<file path="config.mk">
export PLATFORM = sky130hd
export DESIGN_NAME = vga_sync_decoder_flat
export DESIGN_NICKNAME = d
export VERILOG_FILES = /design/src/rtl/vga_sync_decoder_if.sv /design/src/rtl/vga_sync_decoder.sv /design/src/flat_wrapper.sv
export SDC_FILE = /design/constraint.sdc
export NUM_CORES = 1
export LEC_CHECK = 0
export BUFFER_PORTS_ARGS = -buffer_cell sky130_fd_sc_hd__clkbuf_2
export CAP_MARGIN = 20
export CORE_AREA = 5 5 101 103
export CTS_BUF_LIST = sky130_fd_sc_hd__clkbuf_4 sky130_fd_sc_hd__clkbuf_8
export DETAILED_ROUTE_END_ITERATION = 10
export DIE_AREA = 0 0 106 108
export PLACE_DENSITY = 0.56
export SLEW_MARGIN = 20
export SYNTH_ARGS = -nofsm -noshare
export SYNTH_HDL_FRONTEND = slang
export SYNTH_SLANG_ARGS = --single-unit
</file>
<file path="constraint.sdc">
create_clock -name i_clk -period 2.85 [get_ports i_clk]
set_clock_uncertainty 0.05 [all_clocks]
set_input_delay 0 -clock i_clk [delete_from_list [all_inputs] [get_ports i_clk]]
set_output_delay 0 -clock i_clk [all_outputs]
set_load 0.01 [all_outputs]
</file>
<file path="src/rtl/vga_sync_decoder_if.sv">
`default_nettype none
//==============================================================================
// Module  : vga_sync_decoder_if
// Brief   : Sync inputs and decoded position/lock outputs of vga_sync_decoder.
// Revision: 1.0
//==============================================================================
interface vga_sync_decoder_if;
   logic       i_pix_stb;
   logic       i_hs;
   logic       i_vs;
   logic [9:0] o_x;
   logic [8:0] o_y;
   logic       o_active;
   logic       o_locked;
   logic       o_frame_start;
   logic [9:0] o_line_len;
   logic [9:0] o_frame_lines;

   modport master (
      output i_pix_stb, i_hs, i_vs,
      input  o_x, o_y, o_active, o_locked, o_frame_start, o_line_len, o_frame_lines
   );

   modport slave (
      input  i_pix_stb, i_hs, i_vs,
      output o_x, o_y, o_active, o_locked, o_frame_start, o_line_len, o_frame_lines
   );
endinterface
`default_nettype wire

</file>
<file path="src/rtl/vga_sync_decoder.sv">
`default_nettype none
//==============================================================================
// Module  : vga_sync_decoder
// Brief   : Recovers x/y position, active window and lock from HS/VS sync.
// Revision: 1.0
//==============================================================================
module vga_sync_decoder #(
   parameter int H_ACTIVE = 640,
   parameter int H_FP     = 16,
   parameter int H_SYNC   = 96,
   parameter int H_BP     = 48,
   parameter int V_ACTIVE = 480,
   parameter int V_FP     = 10,
   parameter int V_SYNC   = 2,
   parameter int V_BP     = 33,
   parameter bit SYNC_POL = 1'b0
) (
   input  wire logic         i_clk,
   input  wire logic         i_rst_n,
   vga_sync_decoder_if.slave bus
);

   localparam logic [9:0] c_h_total = 10'(H_ACTIVE + H_FP + H_SYNC + H_BP);
   localparam logic [9:0] c_v_total = 10'(V_ACTIVE + V_FP + V_SYNC + V_BP);
   localparam logic [9:0] c_h_lo    = 10'(H_SYNC + H_BP);
   localparam logic [9:0] c_h_hi    = 10'(H_SYNC + H_BP + H_ACTIVE);
   localparam logic [9:0] c_v_lo    = 10'(V_SYNC + V_BP);
   localparam logic [9:0] c_v_hi    = 10'(V_SYNC + V_BP + V_ACTIVE);
   localparam logic [9:0] c_sat     = 10'h3FF;

   typedef enum logic [1:0] {
      SEARCH  = 2'd0,
      MEASURE = 2'd1,
      LOCKED  = 2'd2
   } state_t;

   state_t     state_q, state_d;
   logic       bad_q, bad_d;
   logic       armed_q, armed_d;
   logic       hs_q, hs_d;
   logic       vs_q, vs_d;
   logic [9:0] hc_q, hc_d;
   logic [9:0] vc_q, vc_d;
   logic [9:0] line_len_q, line_len_d;
   logic [9:0] frame_lines_q, frame_lines_d;
   logic       frame_start_q, frame_start_d;

   logic       w_hs_start;
   logic       w_vs_start;
   logic [9:0] w_hc_inc;
   logic [9:0] w_vc_inc;
   logic       w_line_bad;
   logic       w_frame_bad;
   logic       w_in_h;
   logic       w_in_v;
   logic       w_active;

   // armed_q blocks a false edge against the reset value of hs_q/vs_q
   assign w_hs_start  = bus.i_pix_stb && armed_q && (bus.i_hs == SYNC_POL) && (hs_q != SYNC_POL);
   assign w_vs_start  = bus.i_pix_stb && armed_q && (bus.i_vs == SYNC_POL) && (vs_q != SYNC_POL);
   assign w_hc_inc    = hc_q + 10'd1;
   assign w_vc_inc    = vc_q + 10'd1;
   assign w_line_bad  = w_hs_start && (w_hc_inc != c_h_total);
   assign w_frame_bad = (w_vc_inc != c_v_total);

   always_comb begin
      hs_d          = hs_q;
      vs_d          = vs_q;
      armed_d       = armed_q;
      hc_d          = hc_q;
      vc_d          = vc_q;
      line_len_d    = line_len_q;
      frame_lines_d = frame_lines_q;
      frame_start_d = 1'b0;
      if (bus.i_pix_stb) begin
         hs_d    = bus.i_hs;
         vs_d    = bus.i_vs;
         armed_d = 1'b1;
         if (w_hs_start) begin
            hc_d       = '0;
            line_len_d = w_hc_inc;
         end else if (hc_q != c_sat) begin
            hc_d = w_hc_inc;
         end
         // VS start owns vc even when HS starts on the same strobe
         if (w_vs_start) begin
            vc_d          = '0;
            frame_lines_d = w_vc_inc;
         end else if (w_hs_start && (vc_q != c_sat)) begin
            vc_d = w_vc_inc;
         end
         frame_start_d = w_vs_start && (state_q == LOCKED);
      end
   end

   always_comb begin
      state_d = state_q;
      bad_d   = bad_q;
      unique case (state_q)
         SEARCH: begin
            if (w_vs_start) begin
               state_d = MEASURE;
               bad_d   = 1'b0;
            end
         end
         MEASURE: begin
            if (w_line_bad) begin
               bad_d = 1'b1;
            end
            // a short line ending on the VS strobe still belongs to the measured frame
            if (w_vs_start) begin
               bad_d = 1'b0;
               if (!bad_q && !w_line_bad && !w_frame_bad) begin
                  state_d = LOCKED;
               end
            end
         end
         LOCKED: begin
            if (w_line_bad || (w_vs_start && w_frame_bad) ||
                (hc_d == c_sat) || (vc_d == c_sat)) begin
               state_d = SEARCH;
            end
         end
         default: begin
            state_d = SEARCH;
            bad_d   = 1'b0;
         end
      endcase
   end

   always_ff @(posedge i_clk or negedge i_rst_n) begin
      if (!i_rst_n) begin
         state_q       <= SEARCH;
         bad_q         <= 1'b0;
         armed_q       <= 1'b0;
         hs_q          <= ~SYNC_POL;
         vs_q          <= ~SYNC_POL;
         hc_q          <= '0;
         vc_q          <= '0;
         line_len_q    <= '0;
         frame_lines_q <= '0;
         frame_start_q <= 1'b0;
      end else begin
         state_q       <= state_d;
         bad_q         <= bad_d;
         armed_q       <= armed_d;
         hs_q          <= hs_d;
         vs_q          <= vs_d;
         hc_q          <= hc_d;
         vc_q          <= vc_d;
         line_len_q    <= line_len_d;
         frame_lines_q <= frame_lines_d;
         frame_start_q <= frame_start_d;
      end
   end

   assign w_in_h   = (hc_q >= c_h_lo) && (hc_q < c_h_hi);
   assign w_in_v   = (vc_q >= c_v_lo) && (vc_q < c_v_hi);
   assign w_active = (state_q == LOCKED) && w_in_h && w_in_v;

   assign bus.o_active      = w_active;
   assign bus.o_locked      = (state_q == LOCKED);
   assign bus.o_x           = w_active ? (hc_q - c_h_lo) : '0;
   assign bus.o_y           = w_active ? 9'(vc_q - c_v_lo) : '0;
   assign bus.o_frame_start = frame_start_q;
   assign bus.o_line_len    = line_len_q;
   assign bus.o_frame_lines = frame_lines_q;

endmodule
`default_nettype wire

</file>
<file path="src/flat_wrapper.sv">
// flat-port wrapper written by rule: the top's interface ports become plain ports
module vga_sync_decoder_flat 
#(
   parameter int H_ACTIVE = 640,
   parameter int H_FP     = 16,
   parameter int H_SYNC   = 96,
   parameter int H_BP     = 48,
   parameter int V_ACTIVE = 480,
   parameter int V_FP     = 10,
   parameter int V_SYNC   = 2,
   parameter int V_BP     = 33,
   parameter bit SYNC_POL = 1'b0
)
  (i_clk, i_rst_n, bus_i_pix_stb, bus_i_hs, bus_i_vs, bus_o_x, bus_o_y, bus_o_active, bus_o_locked, bus_o_frame_start, bus_o_line_len, bus_o_frame_lines);
  vga_sync_decoder_if bus_i ();
  input  wire logic i_clk;
  input  wire logic i_rst_n;
  input wire logic [$bits(bus_i.i_pix_stb)-1:0] bus_i_pix_stb;
  input wire logic [$bits(bus_i.i_hs)-1:0] bus_i_hs;
  input wire logic [$bits(bus_i.i_vs)-1:0] bus_i_vs;
  output wire logic [$bits(bus_i.o_x)-1:0] bus_o_x;
  output wire logic [$bits(bus_i.o_y)-1:0] bus_o_y;
  output wire logic [$bits(bus_i.o_active)-1:0] bus_o_active;
  output wire logic [$bits(bus_i.o_locked)-1:0] bus_o_locked;
  output wire logic [$bits(bus_i.o_frame_start)-1:0] bus_o_frame_start;
  output wire logic [$bits(bus_i.o_line_len)-1:0] bus_o_line_len;
  output wire logic [$bits(bus_i.o_frame_lines)-1:0] bus_o_frame_lines;
  assign bus_i.i_pix_stb = bus_i_pix_stb;
  assign bus_i.i_hs = bus_i_hs;
  assign bus_i.i_vs = bus_i_vs;
  assign bus_o_x = bus_i.o_x;
  assign bus_o_y = bus_i.o_y;
  assign bus_o_active = bus_i.o_active;
  assign bus_o_locked = bus_i.o_locked;
  assign bus_o_frame_start = bus_i.o_frame_start;
  assign bus_o_line_len = bus_i.o_line_len;
  assign bus_o_frame_lines = bus_i.o_frame_lines;
  vga_sync_decoder #(.H_ACTIVE(H_ACTIVE), .H_FP(H_FP), .H_SYNC(H_SYNC), .H_BP(H_BP), .V_ACTIVE(V_ACTIVE), .V_FP(V_FP), .V_SYNC(V_SYNC), .V_BP(V_BP), .SYNC_POL(SYNC_POL)) u_core (.i_clk(i_clk), .i_rst_n(i_rst_n), .bus(bus_i));
endmodule
</file>
; After elaboration in Yosys (flattened, before gate mapping)
; Index checks and enable logic that the tools add are counted.
[classes]
add_sub_neg = 4
magnitude_cmp = 4
eq_ne = 13
mux = 18
bitwise = 3
n_reduce_logical = 26
[ops]
columns = op, count
row1 = $mux 10, 7
row2 = $ne 10x10->1 const B, 4
row3 = $add 10x1->10 const B, 2
row4 = $eq 10x10->1 const B, 2
row5 = $lt 10x10->1 const B, 2
row6 = $logic_and 1x1->1, 15
row7 = $ge 10x6->1 const B, 1
row8 = $ge 10x8->1 const B, 1
row9 = $sub 10x8->10 const B, 1
row10 = $mux 9, 1
row11 = $sub 9x6->9 const B, 1
row12 = $mux 2, 4
row13 = $ne 2x1->1 const B, 4
row14 = $pmux 2 s3, 1
row15 = $mux 1, 4
row16 = $reduce_and 2->1, 2
row17 = $reduce_and 4->1, 1
row18 = $logic_not 1->1, 3
row19 = $logic_or 1x1->1, 3
row20 = $ne 3x1->1 const B, 1
row21 = $not 1->1, 3
row22 = $pmux 1 s3, 1
row23 = $reduce_and 3->1, 1
row24 = $eq 2x1->1 const B, 1
row25 = other kinds (2), 2
[totals]
register_bits = 47
in_bits = 5
output_inout_bits = 42
wordCells = 78

; Depth between registers and ports, before layout
; Gate-level depths: netlist (run 1).
[logic_depth]
word_depth = 11
depth_mapped = 10
depth_no_buf = 8

; Worst setup path before layout (run 1)
; Ideal clock, no wire load.
[synth_path]
path_kind = register -> register
start = register u_core.vc_q[0]
end = register u_core.state_q[0]
setup_time_ns = 0.118
arrival_ns = 2.146
required_ns = 2.682
setup_slack_ns = 0.536
path_stages_with_launch = 11
n_path_buf = 2
synth_period_minus_slack_ns = 2.314
path_cell_list = dfrtp_1 > ha_1 > buf_6 > and3_1 > buf_6 > mux2_4 > nor3b_2 > o221ai_1 > o31ai_2 > a21oi_1 > a21o_1
[synth_via]
elab_chain_cells = 9
word_cells_on_any_way = 17
cone_classes = add/sub: 1 / eq/ne: 5 / mux: 3 / reduce/logical: 8
[synth_lines]
columns = element, line_no
row1 = from (decl), vga_sync_decoder.sv:43  ; logic [9:0] vc_q, vc_d;
row2 = from (signal assigned), vga_sync_decoder.sv:150  ; vc_q <= vc_d;
row3 = branches (longest 8 deep; another with $add 10x1->10), --
row4 = $reduce_and 4->1 (no source line) (*), --
row5 = to (signal assigned), vga_sync_decoder.sv:144  ; state_q <= state_d;
row6 = to (decl), vga_sync_decoder.sv:37  ; state_t state_q, state_d;
; Every way passes the cells marked *.
; A chain may end at the register's enable or synchronous reset.

; Worst setup path after layout (run 1)
[layout_path]
start = register u_core.vc_q[0]
end = output bus_o_x[9]
[layout_via]
elab_chain_cells = 4
word_cells_on_any_way = 5
cone_classes = order compare: 2 / mux: 1 / reduce/logical: 2
[layout_lines]
columns = element, line_no
row1 = $ge 10x6->1 / $lt 10x10->1 (equally long branches), vga_sync_decoder.sv:158  ; assign w_in_v = (vc_q >= c_v_lo) && (vc_q < c_v_hi);
row2 = $logic_and 1x1->1 (*), vga_sync_decoder.sv:158
row3 = $logic_and 1x1->1 (*), vga_sync_decoder.sv:159  ; assign w_active = (state_q == LOCKED) && w_in_h && w_in_v;
row4 = $mux 10 (*), vga_sync_decoder.sv:163  ; assign bus.o_x = w_active ? (hc_q - c_h_lo) : '0;
row5 = to (decl), flat_wrapper.sv:21  ; output wire logic [$bits(bus_i.o_x)-1:0] bus_o_x;
; Mark *: on every way between the ends. The rest lies on a longest branch, timed or not.

==> out/results.txt, run 1 <==
Sink Count: 47
Placed insts: 503
Lkg Pwr: 0.00162 uW
Delay-heaviest family, CP: simple AND/OR/NAND/NOR gates
Switching Share: 34.0%
Max-cap violations: 0
Total power: 1800 uW
Critical-path cell with the highest stage delay: dfrtp_1
Setup TNS: 0 ns
# H-tree levels: 2
Final WS setup: 0.149 ns
Core box area: 0.00911 sq mm
CP Capture Type: output port
Worst-Skew Late Latency: 0.29 ns
Die W: 106 microns
DRT Wirelength: 7960 microns
Max Freq: 370 MHz
Starting density of the core: 34.3%
Peak supply drop: 229 uV
Router iterations before antenna repair: 5
Die Area: 0.0114 sq mm
IO Count: 47
Die height: 108 microns
Hold Path Class: in2reg
Synth Cell Area: 0.00313 sq mm
Primary FF master, synth: dfrtp_1
Slew Limit Fails: 0
Max clock buf depth: 2
Layout Cells excl Fill: 516
Detailed Place HPWL: 5810 microns
Final Hold Fails: 0
Post-synth EDFFs: 0
Crit-path max FO: 6
Inserted Clock Buffers: 5
Comb power frac: 26.0%
Sequential Power Share: 48.7%
Antenna violations before repair: 0
First-pass GRT wire length: 13200 microns
Initial DRC Count: 311
Sequential area share after synthesis: 37.7%
CP bufs+invs: 2
Most frequent cells after synthesis: dfrtp_1 (45), nand2_1 (45), nor2_1 (41), o21ai_0 (22), xnor2_1 (19)
Yosys cell types: 64
Syn Area/Cell: 8.59 sq um
Ys async rst share: 100%
Slew HR: 47.9%
DR vias/cell: 5.33
Drt wl/cell: 15.4 microns
Setup violators final: 0
CTS tree: yes
Yosys warns: 0
Final net count: 416
Net Count, Synth: 376
Fraction of final layout cells with drive strength greater than 1: 21.7%
Area leader, netlist: dfrtp_1
PD cells: 500 mW/mm^2
Multi-input gate area: 0.00174 sq mm
Worst path arrival time: 2.65 ns
Fin crit share: 94.8%
CTS root buf: clkbuf_8
Pre-CTS setup slack: 0.183 ns
Vias: 2748
CP Launch Type: register
Status: finished, final reports clean
Syn Inst Count: 364
Synth-to-layout area growth: 14.9%
DR DRC count: 0
Clk pwr share: 25.2%
Synth Register Bits: 47
Internal power: 1190 uW
Worst-path clk slew: 0.09 ns
Placer's final routability congestion estimate: 0.844
GRT overflow: 0
Final antenna-violating net count: 0
Largest cells by area after synthesis: dfrtp_1 (36%), nand2_1 (5.4%), xnor2_1 (5.3%)
Tmin final: 2.70 ns
# fillers: 920
Port buffer count: 46
Worst Max-Slew Pin Slew: 0.781 ns
RSZ-0062 raised after global routing: no
GRT Resource Usage Total: 14.2%
Critical Path Max Stage Delay: 0.45 ns
Kind of critical path: reg2out
Rows: 35
Largest net degree at the start of global routing: 30
Critical-path cell list: ha_2 > or4_4 > a211oi_2 > and2b_1 > o22ai_1 > o2111ai_4 > buf_4 > nor2_1 > clkbuf_2
Synth top area share: 36.0%
Reg area: 0.00118 sq mm
Vias in the first global route: 2531
Worst path required time: 2.80 ns
Sw power: 611 uW
Antenna cells: 0
## repair_timing
action                                  CTS  global route
endpoints found under the setup margin    6             7
pin swaps                                 1             1
cloned                                    0             0
setup buffers                             2             0
hold buffers                              3             0
gates resized for setup                   1             1
endpoints found under the hold margin    28             0
## cell families (layout without fill, tap and decap cells)
logic type	count (synthesis)	after routing	share of synthesized area [%]
AND/OR/NAND/NOR	163	163	27.1
flip-flops	47	47	37.7
XOR/XNOR	27	27	7.57
AO/OA/AOI/OAI	72	72	15.7
adder cells (fa/ha/maj)	7	7	2.80
multiplexers	6	6	2.20
buffers and inverters	42	83	6.97
## state kept, by name, summed over array words and instances, names as in the netlist
| register | count |
|---|---|
| u_core.state_q | 2 |
| u_core.bad_q | 1 |
| u_core.armed_q | 1 |
| u_core.bus.o_frame_start | 1 |
| u_core.vs_q | 1 |
| u_core.bus.o_frame_lines | 10 |
| u_core.bus.o_line_len | 10 |
| u_core.vc_q | 10 |
| u_core.hc_q | 10 |
| u_core.hs_q | 1 |
## cell usage in the layout (no fill, tap or decap), types with 3 or more instances in the layout
cell type,instances
nor3b_1,3
mux2_2,3
nor2_1,41
dlygate4sd3_1,3
nand3_1,9
xor2_1,8
xnor2_1,19
nand2b_1,5
and3_1,6
nor3_1,7
nor4b_1,3
dfrtp_1,45
clkbuf_2,46
nand4_1,5
a21oi_1,16
clkbuf_8,7
o21ai_0,22
buf_4,14
nor4_1,4
o31ai_1,4
a31oi_1,7
or4_1,3
and4_1,5
and2_1,11
nand2_1,45
ha_1,6
inv_1,10
## per-layer routing
metal | up-vias | part of all wire, % | wire (microns) | global-route usage [%]
met3 | 4 | 5.4 | 430 | 2.21
met5 | - | 0 | 0 | 0
met1 | 1313 | 48 | 3820 | 21.1
li1 | 1346 | - | - | -
met4 | 0 | 0.88 | 70 | 3.89
met2 | 85 | 46 | 3640 | 21.4
## stage by stage
step | utilization [%] | area [sq um] | hold WS (ns)
floorplan | - | 3130 | -0.346
global placement | 37.5 | 3420 | 0.0557
detailed placement | 37.5 | 3420 | 0.0722
CTS | 39.4 | 3590 | 0.190
global route | 39.4 | 3590 | 0.233
finish | 39.4 | 3590 | 0.202
## power by group through the flow
stage / Sequential, uW / Combinational (uW) / Clock (uW)
after global routing: 895 / 525 / 504
final: 876 / 467 / 453
after global placement: 882 / 462 / 0
after detailed placement: 888 / 462 / 0
after CTS: 875 / 468 / 472
after floorplan: 861 / 332 / 0
## area by class of cell
class                      instances  share of cell area (%)
clock buffer                       8                    2.89
inverter                          11                    1.15
multi-input combinational        275                    48.5
sequential                        47                    32.8
tap                              111                    3.87
timing repair buffer              64                    10.7
## final timing paths
kind | slack, ns | cells past startpoint | start | to
max | 0.15 | 9 | u_core.vc_q[0] | bus_o_x[9]
min | 0.20 | 2 | bus_i_pix_stb | u_core.armed_q
max reg2reg | 0.25 | 8 | u_core.vc_q[0] | u_core.state_q[1]
min reg2reg | 0.43 | 2 | u_core.bus.o_line_len[5] | u_core.bus.o_line_len[5]
max in group asynchronous | 1.73 | 3 | i_rst_n | u_core.vc_q[8]
min in group asynchronous | 0.26 | 2 | i_rst_n | u_core.vc_q[4]
(Power assumes the default switching activity.)
==> inputs of run 2 (changes only) <==
==> constraint.sdc (replaced) <==
create_clock -name i_clk -period 2.85 [get_ports i_clk]
set_clock_uncertainty 0.05 [all_clocks]
set_input_delay 0 -clock i_clk [delete_from_list [all_inputs] [get_ports i_clk]]
set_output_delay 0 -clock i_clk [all_outputs]
set_load 0.005 [all_outputs]
==> run 2 against run 1 <==
  * Core utilization about the same
  * Hold slack worse by 0.020 ns
  * Critical path type unchanged
  * Sequential power up 1%
  * Largest cell class unchanged
  * Routed wire length up 1.5%
  * Cell area about the same
  * First-iteration DRC count down 39%
  * Cell count unchanged
  * Critical path depth unchanged
==> out/results.txt, run 2 (synthesis gave the netlist of run 1 again) <==
CP Launch Type: register
Slew HR: 60.5% (+13 points)
Antenna cells: 0 (unchanged)
Final WS setup: 0.182 ns (+0.0336 ns)
Max Freq: 375 MHz (+1.3%)
Vias: 2775 (+0.98%)
Peak supply drop: 200 uV (-13%)
# fillers: 928 (+0.87%)
Status: finished, final reports clean
Die height: 108 microns (unchanged)
Setup TNS: 0 ns (unchanged)
Router iterations before antenna repair: 4 (-1)
Drt wl/cell: 15.7 microns (+1.5%)
# H-tree levels: 2 (unchanged)
Fin crit share: 93.6% (-1.2 points)
Synth-to-layout area growth: 14.9% (about the same)
First-pass GRT wire length: 13400 microns (+1.7%)
Detailed Place HPWL: 5900 microns (+1.5%)
DR DRC count: 0 (unchanged)
Pre-CTS setup slack: 0.150 ns (-0.0329 ns)
Crit-path max FO: 7 (+1)
Worst Max-Slew Pin Slew: 0.593 ns (-0.188 ns)
Multi-input gate area: 0.00177 sq mm (+1.7%)
Worst path arrival time: 2.62 ns (-0.03 ns)
IO Count: 47 (unchanged)
CTS tree: yes
Final antenna-violating net count: 0 (unchanged)
Max-cap violations: 0 (unchanged)
Inserted Clock Buffers: 5 (unchanged)
Core box area: 0.00911 sq mm (unchanged)
DR vias/cell: 5.38 (+0.98%)
CP Capture Type: output port
Hold Path Class: in2async
Largest net degree at the start of global routing: 27 (-10%)
RSZ-0062 raised after global routing: no
Starting density of the core: 34.3% (unchanged)
Final Hold Fails: 0 (unchanged)
Kind of critical path: reg2out
Final net count: 417 (+0.24%)
Area after DPL: 0.00341 sq mm (-0.22%)
Setup violators final: 0 (unchanged)
Worst-path clk slew: 0.09 ns (about the same)
Placer's final routability congestion estimate: 0.919 (+8.8%)
Tmin final: 2.67 ns (-0.0336 ns)
Worst-Skew Late Latency: 0.30 ns (about the same)
Initial DRC Count: 190 (-39%)
GRT overflow: 0 (unchanged)
Total power: 1740 uW (-2.9%)
DRT Wirelength: 8080 microns (+1.5%)
Fraction of final layout cells with drive strength greater than 1: 21.7% (unchanged)
Antenna violations before repair: 0 (unchanged)
Reg area: 0.00118 sq mm (unchanged)
Vias in the first global route: 2607 (+3.0%)
Port buffer count: 46 (unchanged)
Slew Limit Fails: 0 (unchanged)
CTS root buf: clkbuf_8
Worst path required time: 2.80 ns (about the same)
Final hold slack: 0.182 ns (-0.0198 ns)
Rows: 35 (unchanged)
Lkg Pwr: 0.00161 uW (-0.64%)
GRT Resource Usage Total: 14.5% (+0.27 points)
Commonest cells after routing, fill and taps aside: clkbuf_2 (46), nand2_1 (45), dfrtp_1 (45)
Design area: 0.00359 sq mm (about the same)
Sink Count: 47 (unchanged)
Max clock buf depth: 2 (unchanged)
PD cells: 486 mW/mm^2 (-2.9%)
Die W: 106 microns (unchanged)
Die Area: 0.0114 sq mm (unchanged)
Commonest non-fill, non-tap cell in the layout: clkbuf_2
## run 2: through the flow
| step | instances | utilization [%] |
|---|---|---|
| CTS | 515 | 39.1 |
| global placement | 502 | 37.4 |
| finish | 516 | 39.4 |
| detailed placement | 502 | 37.4 |
| floorplan | 364 | - |
| global route | 516 | 39.4 |
## run 2: path summary, 6_finish.rpt
kind | startpoint | depth (start not counted) | slack, ns | end
worst min register to register | u_core.bus.o_line_len[7] | 2 | 0.43 | u_core.bus.o_line_len[7]
worst max-delay path | u_core.vc_q[0] | 9 | 0.18 | bus_o_y[2]
min in group i_clk | bus_i_pix_stb | 2 | 0.19 | u_core.armed_q
worst max register to register | u_core.vc_q[0] | 8 | 0.22 | u_core.state_q[1]
worst min-delay path | i_rst_n | 2 | 0.18 | u_core.state_q[1]
max in group asynchronous | i_rst_n | 3 | 1.81 | u_core.vc_q[1]
## run 2: metal layers
metal / GRT usage (%) / wire (microns)
met5: 0 / 0
met4: 4.90 / 117
met3: 2.99 / 420
met2: 21.4 / 3590
met1: 20.9 / 3950
## run 2: area by class of cell
type                            instances  area share (%)
Timing Repair Buffer                   64            10.4
Tap cell                              111            3.87
Clock inverter                          1           0.139
Sequential cell                        47            32.8
Inverter                               11            1.15
Multi-Input combinational cell        276            49.4
Clock buffer                            6            2.30
## run 2: what timing repair did
action | 4_1_cts | 5_1_grt
cloned | 0 | 1
endpoints found under the setup margin | 19 | 13
endpoints found under the hold margin | 21 | 0
hold buffers | 3 | 0
resized for setup | 1 | 2
pin swaps | 1 | 1
buffers inserted | 3 | 0
## run 2: power by group
group          leakage (uW)  switching (uW)  internal [uW]  total, uW
clock network     0.0000470             224            191        415
registers          0.000626             127            761        888
logic              0.000935             255            187        442
## run 2: worst max-delay path, stage by stage, from the launching register on
cell	delay (ns)
dfrtp_1	0.46
ha_1	0.31
or4_4	0.47
a211oi_2	0.28
and2b_1	0.17
o22ai_2	0.13
o2111ai_4	0.16
buf_4	0.19
nor2_1	0.04
clkbuf_2	0.11
==> inputs of run 3 (changes only) <==
==> constraint.sdc (replaced) <==
create_clock -name i_clk -period 2.7 [get_ports i_clk]
set_clock_uncertainty 0.05 [all_clocks]
set_input_delay 0 -clock i_clk [delete_from_list [all_inputs] [get_ports i_clk]]
set_output_delay 0 -clock i_clk [all_outputs]
set_load 0.005 [all_outputs]
==> run 3 against run 2 <==
  * Setup slack worse by 0.030 ns
  * Via count down 0.65%
  * Combinational power up 16%
  * Sequential share of layout area down 0.15 points
  * Critical path type unchanged
  * Critical endpoint is now bus_o_y[1]
  * Largest power group unchanged
==> out/results.txt, run 3 (synthesis gave the netlist of run 1 again) <==
Status: finished, final reports clean
Commonest cells after routing, fill and taps aside: clkbuf_2 (46), nand2_1 (45), dfrtp_1 (44)
Drt wl/cell: 15.1 microns (-3.8%)
Vias in the first global route: 2627 (+0.77%)
Tmin final: 2.55 ns
Kind of critical path: reg2out
IO Count: 47 (unchanged)
Switching Share: 33.3% (-1.4 points)
Die W: 106 microns (unchanged)
Setup violators final: 0 (unchanged)
First-pass GRT wire length: 13200 microns (-1.6%)
Hold Path Class: in2reg
Clk pwr share: 25.4% (+1.6 points)
DRT Wirelength: 7830 microns (-3.0%)
Slew HR: 58.5% (-2.0 points)
Worst reg-to-reg setup slack: 0.18 ns (-0.04 ns)
DR DRC count: 0 (unchanged)
Worst path required time: 2.65 ns (-0.15 ns)
Vias: 2757 (-0.65%)
Die height: 108 microns (unchanged)
Router iterations before antenna repair: 4 (unchanged)
CP Launch Type: register
Peak supply drop: 189 uV (-5.4%)
CP Capture Type: output port
Sink Count: 47 (unchanged)
Commonest non-fill, non-tap cell in the layout: clkbuf_2
# H-tree levels: 2 (unchanged)
GRT overflow: 0 (unchanged)
Fraction of final layout cells with drive strength greater than 1: 23.5% (+1.7 points)
R2R depth: 8 (unchanged)
Port buffer count: 46 (unchanged)
Rows: 35 (unchanged)
Worst-Skew Late Latency: 0.30 ns (about the same)
Core box area: 0.00911 sq mm (unchanged)
Die Area: 0.0114 sq mm (unchanged)
Starting density of the core: 34.3% (unchanged)
Sequential Power Share: 47.8% (-3.1 points)
# fillers: 937 (+0.97%)
Hold_sp: bus_i_pix_stb
Reg area: 0.00118 sq mm (+0.11%)
CTS tree: yes
Setup TNS: 0 ns (unchanged)
DR vias/cell: 5.30 (-1.4%)
Fin crit share: 94.4%
Antenna cells: 0 (unchanged)
Initial DRC Count: 221 (+16%)
Detailed Place HPWL: 5680 microns (-3.7%)
CTS root buf: clkbuf_8
Worst-path clk slew: 0.09 ns (about the same)
Final antenna-violating net count: 0 (unchanged)
Largest net degree at the start of global routing: 48 (+78%)
Antenna violations before repair: 0 (unchanged)
Reg2reg start: u_core.hc_q[0]
Inserted Clock Buffers: 5 (unchanged)
Synth-to-layout area growth: 15.6%
Comb power frac: 26.8% (+1.5 points)
Hold path endpoint: u_core.armed_q
Critical R2R Capture: u_core.state_q[1]
Worst Max-Slew Pin Slew: 0.623 ns (+0.0305 ns)
Internal power: 1270 uW (+12%)
Worst Hold Depth: 2
Slew Limit Fails: 0 (unchanged)
Post-CTS Setup Bufs: 0 (-3)
Max clock buf depth: 2 (unchanged)
Sw power: 636 uW (+4.9%)
Design area: 0.00361 sq mm (+0.56%)
PD cells: 528 mW/mm^2 (+8.7%)
Lkg Pwr: 0.00163 uW (+1.6%)
Crit-path max FO: 10 (+3)
Final Hold Fails: 0 (unchanged)
Final net count: 420 (+0.72%)
Area after DPL: 0.00346 sq mm (+1.5%)
Multi-input gate area: 0.00174 sq mm (-1.8%)
Max-cap violations: 0 (unchanged)
Worst path arrival time: 2.50 ns (-0.12 ns)
Placer's final routability congestion estimate: 0.893 (-2.8%)
Max Freq: 392 MHz
GRT Resource Usage Total: 14.2% (-0.26 points)
RSZ-0062 raised after global routing: no
## run 3: changes by cell type in the layout (fill, tap and decap cells not counted), sizes merged
cell	before	now
buf	15	19
clkbuf	52	54
clkinv	1	0
o2111ai	3	2
## run 3: area by class of cell
| type | instances | share of cell area [%] |
|---|---|---|
| multi-input combinational | 275 | 48.2 |
| sequential | 47 | 32.7 |
| timing repair buffer | 68 | 11.3 |
| inverter | 11 | 1.14 |
| tap | 111 | 3.84 |
| clock buffer | 8 | 2.87 |
## run 3: power groups by stage
stage / clock network [uW] / logic [uW] / registers, uW
3_3_place_gp: 0 / 503 / 918
2_1_floorplan: 0 / 349 / 892
3_5_place_dp: 0 / 506 / 922
6_report: 485 / 512 / 911
5_1_grt: 536 / 578 / 928
4_1_cts: 504 / 512 / 908
## run 3: critical path, stage by stage, from the launching register on
cell	delay (ns)
dfrtp_1	0.40
ha_2	0.23
or4_4	0.46
a211oi_2	0.24
and2b_1	0.17
o22ai_2	0.09
o2111ai_2	0.12
buf_6	0.18
inv_2	0.04
and2_1	0.14
clkbuf_2	0.10
## run 3: per-layer routing
| layer | wire, microns | track usage (%) |
|---|---|---|
| met3 | 412 | 2.69 |
| met5 | 0 | 0 |
| met4 | 109 | 4.26 |
| met1 | 3830 | 20.1 |
| met2 | 3480 | 22.0 |
## run 3: worst max-delay path by stage
| stage | startpoint | endpoint | slack [ns] | cells past startpoint |
|---|---|---|---|---|
| 2_1_floorplan | u_core.vc_q[0] | u_core.state_q[0] | 0.39 | 10 |
| 3_3_place_gp | u_core.hc_q[0] | u_core.state_q[1] | 0.14 | 8 |
| 3_5_place_dp | u_core.hc_q[0] | u_core.state_q[1] | 0.12 | 8 |
| 4_1_cts | u_core.vc_q[0] | bus_o_x[2] | 0.005 | 10 |
| 5_1_grt | u_core.vc_q[0] | bus_o_y[1] | 0.03 | 10 |
| 6_report | u_core.vc_q[0] | bus_o_y[1] | 0.15 | 10 |
## run 3: timing repair
item / CTS / global route
resized for setup: 1 / 5
hold buffers: 3 / 0
pin swaps: 0 / 1
hold endpoints to repair: 47 / 0
setup endpoints to repair: 2 / 6
## run 3: metrics by stage
step	util, %	total power, uW	hold WS (ns)	instances	setup WS (ns)
after floorplan	-	1240	-0.346	364	0.386
after CTS	39.5	1920	0.178	520	0.00472
after detailed placement	38.0	1430	0.102	509	0.118
after global routing	39.7	2040	0.215	520	0.0266
final	39.7	1910	0.197	520	0.152
after global placement	38.0	1420	0.0987	509	0.143
